$ cat config.mk
export PLATFORM = sky130hd
export DESIGN_NAME = multicycle_ctrl
export DESIGN_NICKNAME = d
export VERILOG_FILES = /design/src/rtl/multicycle_ctrl.sv
export SDC_FILE = /design/constraint.sdc
export NUM_CORES = 1
export LEC_CHECK = 0
export ABC_AREA = 1
export BUFFER_PORTS_ARGS = -buffer_cell sky130_fd_sc_hd__buf_2
export CAP_MARGIN = 20
export CORE_ASPECT_RATIO = 0.6
export CORE_UTILIZATION = 45
export DETAILED_ROUTE_END_ITERATION = 10
export PLACE_DENSITY = 0.72
export SETUP_SLACK_MARGIN = 0.5
export SKIP_LAST_GASP = 1
export SYNTH_ARGS = -nofsm -noshare
export SYNTH_HDL_FRONTEND = slang
export SYNTH_SLANG_ARGS = --single-unit
$ cat constraint.sdc
create_clock -name clk -period 1.5 [get_ports clk]
set_input_delay 0.075 -clock clk [delete_from_list [all_inputs] [get_ports clk]]
set_output_delay 0.075 -clock clk [all_outputs]
set_load 0.05 [all_outputs]
$ cat src/rtl/multicycle_ctrl.sv
// Control FSM for a multi-cycle RV32I datapath.
// Drives the datapath selects/enables, counts retired instructions and traps on
// an illegal opcode or on a memory access that is never acknowledged.
//
// state  | meaning
// FETCH  | read the instruction at PC; load IR when mem_ready
// DECODE | classify the opcode; illegal opcodes go to TRAP
// EXEC   | ALU op; branch/JAL/JALR/LUI finish and retire here
// MEM    | load/store data access, held until mem_ready
// WB     | register write-back, PC+4, retire
// TRAP   | frozen until reset; trap_cause says why
module multicycle_ctrl #(
  parameter int TIMEOUT = 16,
  parameter int CNT_W   = 32
) (
  input  logic             clk,
  input  logic             reset,
  input  logic [31:0]      Instr,
  input  logic             mem_ready,
  input  logic             br_taken,
  output logic             ir_we,
  output logic             pc_we,
  output logic [1:0]       pc_src,
  output logic             mem_req,
  output logic             mem_we,
  output logic             mem_addr_sel,
  output logic             alu_src_a,
  output logic             alu_src_b,
  output logic [1:0]       alu_op,
  output logic             reg_we,
  output logic [1:0]       wb_sel,
  output logic [1:0]       trap_cause,
  output logic [CNT_W-1:0] instret,
  output logic [2:0]       state
);

  typedef enum logic [2:0] {
    FETCH  = 3'd0,
    DECODE = 3'd1,
    EXEC   = 3'd2,
    MEM    = 3'd3,
    WB     = 3'd4,
    TRAP   = 3'd5
  } state_t;

  localparam logic [6:0] OP_R     = 7'b0110011;
  localparam logic [6:0] OP_I     = 7'b0010011;
  localparam logic [6:0] OP_LD    = 7'b0000011;
  localparam logic [6:0] OP_ST    = 7'b0100011;
  localparam logic [6:0] OP_BR    = 7'b1100011;
  localparam logic [6:0] OP_JAL   = 7'b1101111;
  localparam logic [6:0] OP_JALR  = 7'b1100111;
  localparam logic [6:0] OP_LUI   = 7'b0110111;
  localparam logic [6:0] OP_AUIPC = 7'b0010111;

  // Down-counter reloaded with TIMEOUT-1; terminal count 0 while still waiting traps.
  localparam int WAIT_W = (TIMEOUT > 1) ? $clog2(TIMEOUT) : 1;
  localparam logic [WAIT_W-1:0] WAIT_LOAD = (TIMEOUT > 1) ? WAIT_W'(TIMEOUT - 1) : '0;

  state_t            st, nxt;
  logic [WAIT_W-1:0] wait_cnt;
  logic [6:0]        opc;
  logic              is_r, is_i, is_ld, is_st, is_br, is_jal, is_jalr, is_lui, is_auipc;
  logic              legal, access, timeout, retire;
  logic              unused_instr;

  assign opc          = Instr[6:0];
  assign unused_instr = ^Instr[31:7];
  assign is_r         = (opc == OP_R);
  assign is_i         = (opc == OP_I);
  assign is_ld        = (opc == OP_LD);
  assign is_st        = (opc == OP_ST);
  assign is_br        = (opc == OP_BR);
  assign is_jal       = (opc == OP_JAL);
  assign is_jalr      = (opc == OP_JALR);
  assign is_lui       = (opc == OP_LUI);
  assign is_auipc     = (opc == OP_AUIPC);
  assign legal        = is_r | is_i | is_ld | is_st | is_br | is_jal | is_jalr | is_lui | is_auipc;

  assign access  = (st == FETCH) || (st == MEM);
  assign timeout = (TIMEOUT != 0) && access && !mem_ready && (wait_cnt == '0);
  assign retire  = ((st == EXEC) && (is_br | is_jal | is_jalr | is_lui)) ||
                   ((st == MEM) && mem_ready && is_st) ||
                   (st == WB);
  assign state   = st;

  always_ff @(posedge clk) begin
    if (reset) begin
      st         <= FETCH;
      trap_cause <= 2'd0;
      instret    <= '0;
    end else begin
      st <= nxt;
      if ((st == DECODE) && !legal) trap_cause <= 2'd1;
      else if (timeout)             trap_cause <= 2'd2;
      if (retire) instret <= instret + 1'b1;
    end
  end

  always_ff @(posedge clk) begin
    if (reset || !access || mem_ready) wait_cnt <= WAIT_LOAD;
    else if (wait_cnt != '0)           wait_cnt <= wait_cnt - 1'b1;
  end

  always_comb begin
    nxt = st;
    case (st)
      FETCH:  if (mem_ready) nxt = DECODE;
              else if (timeout) nxt = TRAP;
      DECODE: nxt = legal ? EXEC : TRAP;
      EXEC:   if (is_ld | is_st) nxt = MEM;
              else if (is_r | is_i | is_auipc) nxt = WB;
              else nxt = FETCH;
      MEM:    if (mem_ready) nxt = is_ld ? WB : FETCH;
              else if (timeout) nxt = TRAP;
      WB:     nxt = FETCH;
      TRAP:   nxt = TRAP;
      default: nxt = FETCH;
    endcase
  end

  always_comb begin
    ir_we        = 1'b0;
    pc_we        = 1'b0;
    pc_src       = 2'd0;
    mem_req      = 1'b0;
    mem_we       = 1'b0;
    mem_addr_sel = 1'b0;
    alu_src_a    = 1'b0;
    alu_src_b    = 1'b0;
    alu_op       = 2'd0;
    reg_we       = 1'b0;
    wb_sel       = 2'd0;
    // ALU operands stay put from EXEC through MEM/WB so the result is stable.
    if ((st == EXEC) || (st == MEM) || (st == WB)) begin
      if (is_r)                    alu_op = 2'd2;
      if (is_i)                    begin alu_op = 2'd2; alu_src_b = 1'b1; end
      if (is_ld | is_st | is_jalr) alu_src_b = 1'b1;
      if (is_auipc)                begin alu_src_a = 1'b1; alu_src_b = 1'b1; end
    end
    case (st)
      FETCH: begin
        mem_req = 1'b1;
        ir_we   = mem_ready;
      end
      EXEC: begin
        if (is_br)   begin pc_we = 1'b1; pc_src = br_taken ? 2'd1 : 2'd0; end
        if (is_jal)  begin pc_we = 1'b1; pc_src = 2'd1; reg_we = 1'b1; wb_sel = 2'd2; end
        if (is_jalr) begin pc_we = 1'b1; pc_src = 2'd2; reg_we = 1'b1; wb_sel = 2'd2; end
        if (is_lui)  begin pc_we = 1'b1; reg_we = 1'b1; wb_sel = 2'd3; end
      end
      MEM: begin
        mem_req      = 1'b1;
        mem_addr_sel = 1'b1;
        mem_we       = is_st;
        pc_we        = is_st && mem_ready;
      end
      WB: begin
        reg_we = 1'b1;
        wb_sel = is_ld ? 2'd1 : 2'd0;
        pc_we  = 1'b1;
      end
      default: ;
    endcase
    if (reset) begin
      ir_we   = 1'b0;
      pc_we   = 1'b0;
      mem_req = 1'b0;
      mem_we  = 1'b0;
      reg_we  = 1'b0;
    end
  end

endmodule
== Yosys cells after proc, flatten, opt, wreduce, memory -nomap -nowiden ==
Index checks and enable logic that the tools add are counted.
Word-level totals
  bits in registers: 41
  word-level logic and storage cells: 105
Cells by class
  bitwise operators: 14
  eq/ne operators: 14
  mux-type cells: 47
  reductions and logical operators: 23
  add/subtract/negate cells: 2
Operator list (number)
  adder 32 x 1 -> 32 bit (second input constant): 1
  2-to-1 mux 1 bit: 27
  equality test 7 x 6 -> 1 bit (second input constant): 3
  equality test 7 bit (second input constant): 3
  2-to-1 mux 3 bit: 7
  2-to-1 mux 2 bit: 9
  one-hot mux 3 bit (5 select lines): 1
  equality test 7 x 5 -> 1 bit (second input constant): 2
  OR 1 bit: 14
  equality test 7 x 2 -> 1 bit (second input constant): 1
  logical AND 1 bit: 7
  logical OR 1 bit: 7
  equality test 3 x 2 -> 1 bit (second input constant): 2
  equality test 3 bit (second input constant): 2
  logical NOT 4 bit: 1
  one-hot mux 2 bit (2 select lines): 1
  nonzero test 4 bit: 1
  OR reduction 2 bit: 2
  subtractor 4 x 1 -> 4 bit (second input constant): 1
  equality test 3 x 1 -> 1 bit (second input constant): 1
  logical NOT 1 bit: 3
  logical NOT 3 bit: 1
  one-hot mux 1 bit (3 select lines): 1
  one-hot mux 1 bit (2 select lines): 1
  nonzero test 2 bit: 1

== Depth between registers and ports, before layout ==
Gate-level depths: netlist of the first run.
  depth after elaboration: 12
  depth in mapped cells: 11
  depth with buffers taken out: 10

== Worst setup path after synthesis of the first run ==
OpenSTA, ideal clock, no wires.
  kind: flip-flop to output port
  from: reg st[1] (netlist: state[1])
  to: out wb_sel[0]
  path buffers: 0
  cell stages (with the launch flop): 5
  arrival: 2310 ps
  path slack: -885 ps
  cell sequence: dfxtp_1 nand2_1 nor2_1 inv_1 o21ai_0
Between the ends
  cells in the longest elaborated chain, start to end: 2
  elaborated cells between the ends (all ways): 3
Ends and longest elaborated chain
  start, declared: RTL line 60  | state_t st, nxt;
  start signal, assigned: RTL line 93  | st <= nxt;
  equality test 3 bit / equality test 3 x 2 -> 1 bit (equally long branches): RTL line 141  | case (st)
  one-hot mux 2 bit (2 select lines) (*): RTL line 141
  end, declared: RTL line 31  | output logic [1:0] wb_sel,
Every way passes the cells marked *; elsewhere a longest branch is shown, timed or not.

== Worst setup path after layout of the first run ==
  from: reg st[2] (netlist: state[2])
  to: reg instret[18]
Between the ends
  cells in the longest elaborated chain, start to end: 5
  elaborated cells between the ends (all ways): 8
Ends and longest elaborated chain
  equality test 3 x 2 -> 1 bit: RTL line 83  | ((st == MEM) && mem_ready && is_st) ||
  logical AND 1 bit (2 in series): RTL line 83
  logical OR 1 bit: RTL line 82  | assign retire = ((st == EXEC) && (is_br | is_jal | is_jalr | is_lui)) ||
  logical OR 1 bit (*): RTL line 83
  end signal, assigned: RTL line 96  | if (retire) instret <= instret + 1'b1;
  end, declared: RTL line 33  | output logic [CNT_W-1:0] instret,
Marked as above.
A chain may end at the register's enable or synchronous reset.

==> results of run 1 <==
-- through the flow --
step / instance area (um2) / setup WS (ns) / std cells / util
final: 4830 / -0.182 / 642 / 0.839
after detailed placement: 3530 / -0.0104 / 602 / 0.613
after global placement: 3530 / 0.0451 / 602 / 0.613
after CTS: 4420 / -0.0497 / 635 / 0.768
after floorplan: 3060 / 0.0434 / 461 / -
after global routing: 4830 / -0.230 / 642 / 0.839
-- registers in the layout, indices dropped and copies added, names as in the netlist --
name and flops:
instret 32, state 3, wait_cnt 4, trap_cause 2
-- Yosys cell counts (all sizes together) --
| cell | count | area [um2] |
|---|---|---|
| nand2 | 170 | 653 |
| nor2 | 72 | 283 |
| a21oi | 44 | 231 |
| nand3 | 42 | 215 |
| dfxtp | 41 | 821 |
| inv | 26 | 97.6 |
| nand3b | 15 | 113 |
| buf | 11 | 75.1 |
| xor2 | 11 | 96.3 |
| o21ai | 6 | 30.0 |
| clkbuf | 4 | 15.0 |
| xnor2 | 4 | 35.0 |
| ha | 3 | 37.5 |
| nor3 | 3 | 15.0 |
| o211ai | 3 | 22.5 |
| a41oi | 1 | 8.76 |
| and3 | 1 | 6.26 |
| conb | 1 | 3.75 |
| nand4 | 1 | 6.26 |
| o21a | 1 | 7.51 |
| or2 | 1 | 6.26 |
-- routing by layer --
metal,up-vias,track usage,share of wire
li1,1693,-,-
met1,1810,0.490,0.38
met2,340,0.519,0.42
met3,113,0.0984,0.13
met4,0,0.107,0.067
met5,-,0,0
-- power breakdown --
| group | switching (mW) | total [mW] | leakage, nW | internal [mW] |
|---|---|---|---|---|
| Sequential | 0.0770 | 1.20 | 0.354 | 1.12 |
| Clock | 0.444 | 0.943 | 0.0543 | 0.499 |
| Combinational | 1.14 | 2.03 | 1.56 | 0.896 |
-- worst reg2reg max path: cells and delay by family (launching register included) --
| family | cells | cell delay (ns) |
|---|---|---|
| flops | 1 | 0.37 |
| compound gates | 1 | 0.11 |
| buf+inv | 5 | 0.49 |
| simple gates | 6 | 0.64 |
-- cell families (layout without fill, tap and decap cells) --
logic type | Yosys count | count (layout) | share of synthesized area
adders and majority gates | 3 | 3 | 0.0135
DFF | 41 | 41 | 0.295
AOI/OAI and AO/OA | 55 | 55 | 0.108
and+or+nand+nor | 305 | 305 | 0.467
xor gates and xnor gates | 15 | 15 | 0.0473
other | 1 | 1 | 0.00135
buffers and inverters | 41 | 142 | 0.0675
-- final timing paths --
check | startpoint | slack, ns | to
setup / recovery | state[2]$_SDFF_PP0_ | -0.18 | instret[18]$_SDFFE_PP0P_
setup reg to reg | state[2]$_SDFF_PP0_ | -0.18 | instret[18]$_SDFFE_PP0P_
hold / removal | reset | 0.24 | instret[13]$_SDFFE_PP0P_
hold reg to reg | trap_cause[0]$_SDFFE_PP0P_ | 0.48 | trap_cause[0]$_SDFFE_PP0P_
-- layout make-up --
type | count | area, um2
Fill cell | 310 | 925
Sequential cell | 41 | 917
Inverter | 26 | 114
Clock buffer | 5 | 68.8
Tap cell | 80 | 100
Multi-Input combinational cell | 379 | 2400
Timing Repair Buffer | 108 | 1180
Clock inverter | 3 | 46.3
-- what timing repair did --
item,CTS,global route
hold buffers,0,0
pin swaps,32,24
gates cloned,4,1
endpoints found under the hold margin,0,0
endpoints found under the setup margin,89,75
buffers inserted,21,6
gates resized for setup,142,79
==> impl_metrics.tcl, run 1 <==
set metrics [dict create \
    endpoint_kind "flip-flop" \
    crit_path_max_fanout 8 \
    dpl.hpwl_um 6690 \
    io_pins 87 \
    cp_num_buf_inv 5 \
    wl_per_cell_um 20.3 \
    r2r_cells 12 \
    clk_latency_ns 0.31 \
    layout_commonest_cell "nand2_1" \
    initial_utilization 0.483 \
    synth_seq_cells 41 \
    grt_pass1_wl_um 17200 \
    drtIter0Drc 553 \
    clkSinkCount 41 \
    cp-start-kind "flip-flop" \
    critPathArrivalTime_ns 1.92 \
    p_leak_nw 1.97 \
    h-tree-depth 2 \
    period_minus_slack_ns 1.68 \
    areaGrowthSynthToFinish_pct 73.8 \
    synth_seq_area_share 0.295 \
    vias 3956 \
    root_buffer "clkbuf_8" \
    outcome "complete, but fails checks" \
    die_h_um 62.9 \
    power_mw 4.18 \
    cp.depth 12 \
    cts_tree "done" \
    core_um2 5750 \
    whs_ns 0.240 \
    antenna_found_initial 0 \
    grt_overflow 0 \
    fmax_ghz 0.595 \
    ir_drop_mv 0.885 \
    ys_types 30 \
    violations "setup timing" \
    wl_um 13000 \
    ant_nets 0 \
    synthesis.area_um2 2780 \
    slowest_stage "dfxtp_4" \
    postSynthCellCount 461 \
    finalHoldViolCount 0 \
    path_cells "inv_6 -> nand3_4 -> nor2_4 -> nand3_2 -> nand2_2 -> inv_4 -> buf_12 -> nand2_8 -> buf_12 -> buf_16 -> nand2_1 -> a21oi_1" \
    routabilityCongestion 0.992 \
    crit_type "flip-flop to flip-flop" \
    synth_fp_nets 500 \
    cap_violations 0 \
    cpMostUsedCell "buf_12" \
    rsz0062_at_grt "true" \
    portBuffers 60 \
    cp.required_ns 1.73 \
    dr.pass1.iters 6 \
    slew_headroom 0.639 \
    timing.setup.tns_ns -5.78 \
    layout-drive-gt1-share 0.491 \
    ctsLongestPathBuffers 2 \
    fin_nets 600 \
    synth_warnings 0 \
    die_w_um 103 \
    critPathMaxStageDelay_ns 0.37 \
    grt_pass1_vias 3361 \
    avgSynthCellArea_um2 6.03 \
    grt_max_degree 33 \
    drcViolationCount 0 \
    setup_ws_ns -0.182 \
    finalSetupViolations 44 \
    die-area_um2 6500 \
    via_per_inst 6.16 \
    num_rows 21 \
    clk_pin_slew_ns 0.09 \
    min_path_type "primary input to flip-flop" \
    cts_buffers 5 \
    diodes 0 \
    powerDensity_nw_per_um2 865 \
    clock_skew_ns 0.00944 \
    finalCritPeriodShare 1.12 \
    cpLargestDelayFamily "simple AND/OR/NAND/NOR gates" \
    worstMarginPinSlew_ns 0.541 \
    min_path_cells 2 \
    slew_violations 0 \
    final_cell_mix "nand2_1 (140), nor2_1 (46), buf_4 (42), buf_6 (33), nand3_2 (23)" \
    grt.total_usage 0.351 \
]
Power figures use the tool's default switching activity.
==> run 2: changes to the inputs <==
Settings changed: PLACE_DENSITY 0.72 to 0.69.
Clock period 1.5 ns to 1.55 ns, I/O delays scaled along.
==> impl_metrics.tcl, run 2 (synthesis results as in run 1) <==
set metrics [dict create \
    root_buffer "clkbuf_8" \
    ctsLongestPathBuffers 2 \
    wl_um 12400 \
    areaGrowthSynthToFinish_pct 74.4 \
    ant_nets 0 \
    vias 3772 \
    top_usage_layer "met1" \
    fin_nets 609 \
    regToRegSetupSlack_ns -0.06 \
    via_per_inst 5.79 \
    crit_path_max_fanout 5 \
    clkSinkCount 41 \
    met1_usage 0.526 \
    power_mw 3.96 \
    die-area_um2 6500 \
    rsz0062_at_grt "true" \
    grt_pass1_vias 3334 \
    grtUsageMet3 0.0906 \
    setup_ws_ns -0.0604 \
    slew_violations 0 \
    portBuffers 60 \
    finalSetupViolations 13 \
    h-tree-depth 2 \
    finalCritPeriodShare 1.04 \
    die_w_um 103 \
    grt.total_usage 0.352 \
    largest_reg_flops 32 \
    num_rows 21 \
    dr.pass1.iters 7 \
    clk_latency_ns 0.30 \
    final_cell_mix "nand2_1 (141), nor2_1 (37), buf_4 (33), nand3_2 (25), buf_6 (24)" \
    dpl.hpwl_um 6700 \
    io_pins 87 \
    critPathArrivalTime_ns 1.83 \
    wl_per_cell_um 19.1 \
    dp_slack_ns 0.0421 \
    drcViolationCount 0 \
    whs_ns 0.220 \
    largest-register "instret" \
    initial_utilization 0.483 \
    crit_type "flip-flop to flip-flop" \
    use_met2 0.493 \
    grt_max_degree 18 \
    layout_commonest_cell "nand2_1" \
    grt_overflow 0 \
    min_path_type "primary input to flip-flop" \
    cap_violations 0 \
    cp-start-kind "flip-flop" \
    cts_tree "done" \
    antenna_found_initial 0 \
    clk_pin_slew_ns 0.09 \
    layout-drive-gt1-share 0.511 \
    finalHoldViolCount 0 \
    grt_pass1_wl_um 17400 \
    clock_skew_ns 0.0118 \
    cts_buffers 5 \
    diodes 0 \
    violations "setup timing" \
    ir_drop_mv 0.860 \
    fmax_ghz 0.621 \
    endpoint_kind "flip-flop" \
    die_h_um 62.9 \
    core_um2 5750 \
    period_minus_slack_ns 1.61 \
    cp.required_ns 1.77 \
    drtIter0Drc 411 \
    p_leak_nw 2.00 \
    routabilityCongestion 0.936 \
    outcome "complete, but fails checks" \
    powerDensity_nw_per_um2 818 \
]
-- run 2: cell count changes in the layout (fill, tap and decap cells not counted), sizes merged --
cell | before | now
buf | 105 | 97
bufinv | 1 | 0
clkbuf | 8 | 27
clkinvlp | 2 | 1
-- run 2: metrics by stage --
step / cell area, um2 / std cells / utilization / setup TNS, ns
after floorplan: 3060 / 461 / - / 0
after global placement: 3500 / 600 / 0.609 / 0
after detailed placement: 3500 / 600 / 0.609 / 0
after CTS: 4350 / 636 / 0.757 / 0
after global routing: 4850 / 651 / 0.842 / -1.65
final: 4850 / 651 / 0.842 / -0.446
-- run 2: what timing repair did --
action | CTS | global route
setup endpoints to repair | 58 | 80
pin swaps | 28 | 26
gates resized for setup | 120 | 102
setup buffers | 22 | 11
cloned | 6 | 4
hold buffers | 0 | 0
-- run 2: worst paths after layout --
path                                   start                         end  depth (start not counted)
setup / recovery         state[2]$_SDFF_PP0_    instret[10]$_SDFFE_PP0P_                         10
hold / removal                         reset         state[1]$_SDFF_PP0_                          2
setup reg to reg         state[2]$_SDFF_PP0_    instret[10]$_SDFFE_PP0P_                         10
hold reg to reg   trap_cause[0]$_SDFFE_PP0P_  trap_cause[0]$_SDFFE_PP0P_                          2
-- run 2: power breakdown --
group | switching (mW) | internal (mW)
clock | 0.394 | 0.317
combinational | 1.09 | 0.990
sequential | 0.0769 | 1.09
-- run 2: layer usage --
metal  routed length [um]  vias up
li1                     -     1714
met1                 5260     1765
met2                 5330      252
met3                 1470       41
met4                  348        0
met5                    0        -
-- run 2: area by class of cell --
type | instances | area [um2]
clock inverter | 1 | 5.00
clock buffer | 7 | 76.3
timing repair buffer | 117 | 1270
sequential | 41 | 911
fill | 341 | 908
tap | 80 | 100
multi-input combinational | 379 | 2370
inverter | 26 | 114
-- run 2: worst max-delay path, cell delays in order (launching register included) --
cell and delay, ns:
dfxtp_4 0.37, inv_6 0.08, nand2_4 0.05, nor2_4 0.23
nand2_4 0.10, buf_6 0.14, nand2_8 0.10, buf_12 0.12
buf_16 0.12, nand2_1 0.06, a21oi_1 0.16
==> run 3: changes to the inputs <==
Settings changed: ABC_AREA 1 to default, PLACE_DENSITY 0.69 to 0.7.
==> impl_metrics.tcl, run 3 <==
set metrics [dict create \
    period_minus_slack_ns 2.32 \
    grt_overflow 0 \
    fin_nets 494 \
    ys_types 45 \
    postSynthCellCount 313 \
    min_path_cells 4 \
    dp_cells 497 \
    cp.required_ns 1.74 \
    cts_buffers 5 \
    crit_type "flip-flop to flip-flop" \
    ys_top_cells_by_area "dfxtp_1 (34%), a21oi_1 (8.0%), or4_1 (6.2%), o31ai_1 (5.9%), nand2_1 (3.5%)" \
    finalHoldViolCount 0 \
    die_w_um 97.0 \
    layout-drive-gt1-share 0.570 \
    r2r_cells 7 \
    r2r_end "instret[26]$_SDFFE_PP0P_" \
    h-tree-depth 2 \
    synth_edf_count 0 \
    holdBufCountCts 0 \
    grt_pass1_wl_um 14200 \
    die_h_um 59.0 \
    async_flop_share 0 \
    vias 3465 \
    final_cell_mix "buf_4 (94), buf_6 (33), a21oi_1 (24), nand2_1 (22)" \
    routabilityCongestion 0.918 \
    largest_reg_flops 32 \
    die-area_um2 5720 \
    fmax_ghz 0.431 \
    cts_tree "done" \
    slew_violations 0 \
    grtUsageMet3 0.0601 \
    grt_pass1_vias 2846 \
    root_buffer "clkbuf_8" \
    p_seq_frac 0.434 \
    grt_max_degree 21 \
    diodes 0 \
    path_cells "nand3b_1 -> or4_4 -> o211a_4 -> buf_4 -> clkbuf_16 -> o41ai_2 -> a21oi_1" \
    clkSinkCount 41 \
    met1_usage 0.430 \
    areaGrowthSynthToFinish_pct 83.0 \
    regToRegSetupSlack_ns -0.77 \
    via_per_inst 6.64 \
    drtIter0Drc 353 \
    clk_latency_ns 0.31 \
    synthesis.area_um2 2440 \
    fin_cells 522 \
    hold_end "wait_cnt[2]$_SDFFE_PP1P_" \
    largest-register "instret" \
    power.internal_mw 1.67 \
    finalCritPeriodShare 1.50 \
    num_rows 20 \
    synth_fp_nets 352 \
    min_path_type "primary input to flip-flop" \
    drcViolationCount 0 \
    dpl.hpwl_um 5480 \
    setup_ws_ns -0.768 \
    ctsLongestPathBuffers 2 \
    cp-start-kind "flip-flop" \
    critPathMaxStageDelay_ns 0.53 \
    dr.pass1.iters 8 \
    grt.total_usage 0.313 \
    initial_utilization 0.475 \
    violations "setup timing" \
    clock_skew_ns 0.0104 \
    endpoint_kind "flip-flop" \
    finalSetupViolations 48 \
    slowest_stage "or4_4" \
    synth_warnings 0 \
    portBuffers 60 \
    wl_um 11200 \
    r2r-start "state[2]$_SDFF_PP0_" \
    p_sw_uw 800 \
    critPathArrivalTime_ns 2.51 \
    hp-start "mem_ready" \
    combPwrFrac 0.267 \
    ir_drop_mv 0.457 \
    ant_nets 0 \
    p_leak_nw 1.78 \
    synth_common_cells "dfxtp_1 (41), a21oi_1 (39), nand2_1 (23), or4_1 (20), o31ai_1 (19)" \
    io_pins 87 \
    p_sw_frac 0.323 \
    cap_violations 0 \
    antenna_found_initial 0 \
    synth_top_area_share 0.337 \
    whs_ns 0.211 \
    top_usage_layer "met2" \
    layout_commonest_cell "buf_4" \
    avgSynthCellArea_um2 7.79 \
    clkPwrFrac 0.299 \
    ys.flop_type "dfxtp_1" \
    synth_top_cell_by_area "dfxtp_1" \
    powerDensity_nw_per_um2 555 \
    crit_path_max_fanout 7 \
    wl_per_cell_um 21.4 \
    synth_seq_area_share 0.337 \
    rsz0062_at_grt "true" \
    synth_most_common_cell "dfxtp_1" \
    outcome "complete, but fails checks" \
    synth_seq_cells 41 \
    clk_pin_slew_ns 0.09 \
    use_met2 0.499 \
    core_um2 5130 \
]
-- run 3: cell count changes in the layout (fill, tap and decap cells not counted), sizes merged, moves of 19 or more --
cell / before / now
buf: 97 / 157
or4: 0 / 20
nand2: 170 / 23
o31ai: 0 / 19
nand3: 42 / 12
nor2: 72 / 16
-- run 3: logic make-up after synthesis --
family	after synthesis	synth area share
AND/OR/NAND/NOR	145	0.354
AO/OA/AOI/OAI	85	0.210
flip-flops	41	0.337
buffers and inverters	34	0.0667
adder cells (fa/ha/maj)	3	0.0154
XOR/XNOR	3	0.0108
other	1	0.00154
multiplexers	1	0.00411
-- run 3: cell type report --
cell class | count | area [um2]
inverter | 9 | 36.3
sequential | 41 | 868
timing repair buffer | 160 | 1500
fill | 251 | 671
clock inverter | 2 | 15.0
clock buffer | 6 | 72.6
tap | 66 | 82.6
multi-input combinational | 238 | 1880
-- run 3: routing by layer --
| metal | wire length [um] | up-vias |
|---|---|---|
| met3 | 1270 | 88 |
| met2 | 4890 | 297 |
| li1 | - | 1467 |
| met5 | 0 | - |
| met4 | 585 | 0 |
| met1 | 4420 | 1613 |
-- run 3: power by group through the flow --
| stage | Clock (mW) | Combinational, mW | Sequential [mW] |
|---|---|---|---|
| after floorplan | 0 | 0.262 | 1.14 |
| after global placement | 0 | 0.430 | 1.09 |
| after detailed placement | 0 | 0.436 | 1.09 |
| after CTS | 0.717 | 0.560 | 1.07 |
| after global routing | 0.787 | 0.685 | 1.08 |
| final | 0.740 | 0.660 | 1.07 |
-- run 3: worst max-delay path by stage --
stage | start | endpoint | slack [ns] | depth (start not counted)
3_5_place_dp | Instr[2] | instret[23]$_SDFFE_PP0P_ | -0.56 | 7
3_3_place_gp | Instr[2] | instret[18]$_SDFFE_PP0P_ | -0.52 | 7
6_report | state[2]$_SDFF_PP0_ | instret[26]$_SDFFE_PP0P_ | -0.77 | 7
5_1_grt | state[2]$_SDFF_PP0_ | instret[9]$_SDFFE_PP0P_ | -0.79 | 7
4_1_cts | state[2]$_SDFF_PP0_ | pc_we | -0.54 | 7
2_1_floorplan | state[1]$_SDFF_PP0_ | instret[11]$_SDFFE_PP0P_ | -0.69 | 8
-- run 3: critical path, delay by kind of cell, from the launching register on --
family / cells / cell delay (ns)
AO/OA/AOI/OAI: 3 / 0.73
AND/OR/NAND/NOR: 2 / 0.79
buffers and inverters: 2 / 0.31
flip-flops: 1 / 0.36
-- run 3: what timing repair did --
item / in CTS / in global routing
resized for setup: 91 / 76
endpoints found under the setup margin: 83 / 78
setup buffers: 7 / 5
gates cloned: 3 / 2
pin swaps: 20 / 12
-- run 3: per-stage QoR --
step,area (um2),utilization,setup TNS [ns],setup slack (ns),power [mW]
floorplan,2710,-,-22.65,-0.691,1.40
global placement,3560,0.695,-16.41,-0.522,1.52
detailed placement,3560,0.695,-17.32,-0.556,1.53
CTS,4080,0.795,-19.15,-0.543,2.35
global route,4460,0.869,-27.48,-0.788,2.55
finish,4460,0.869,-25.66,-0.768,2.47
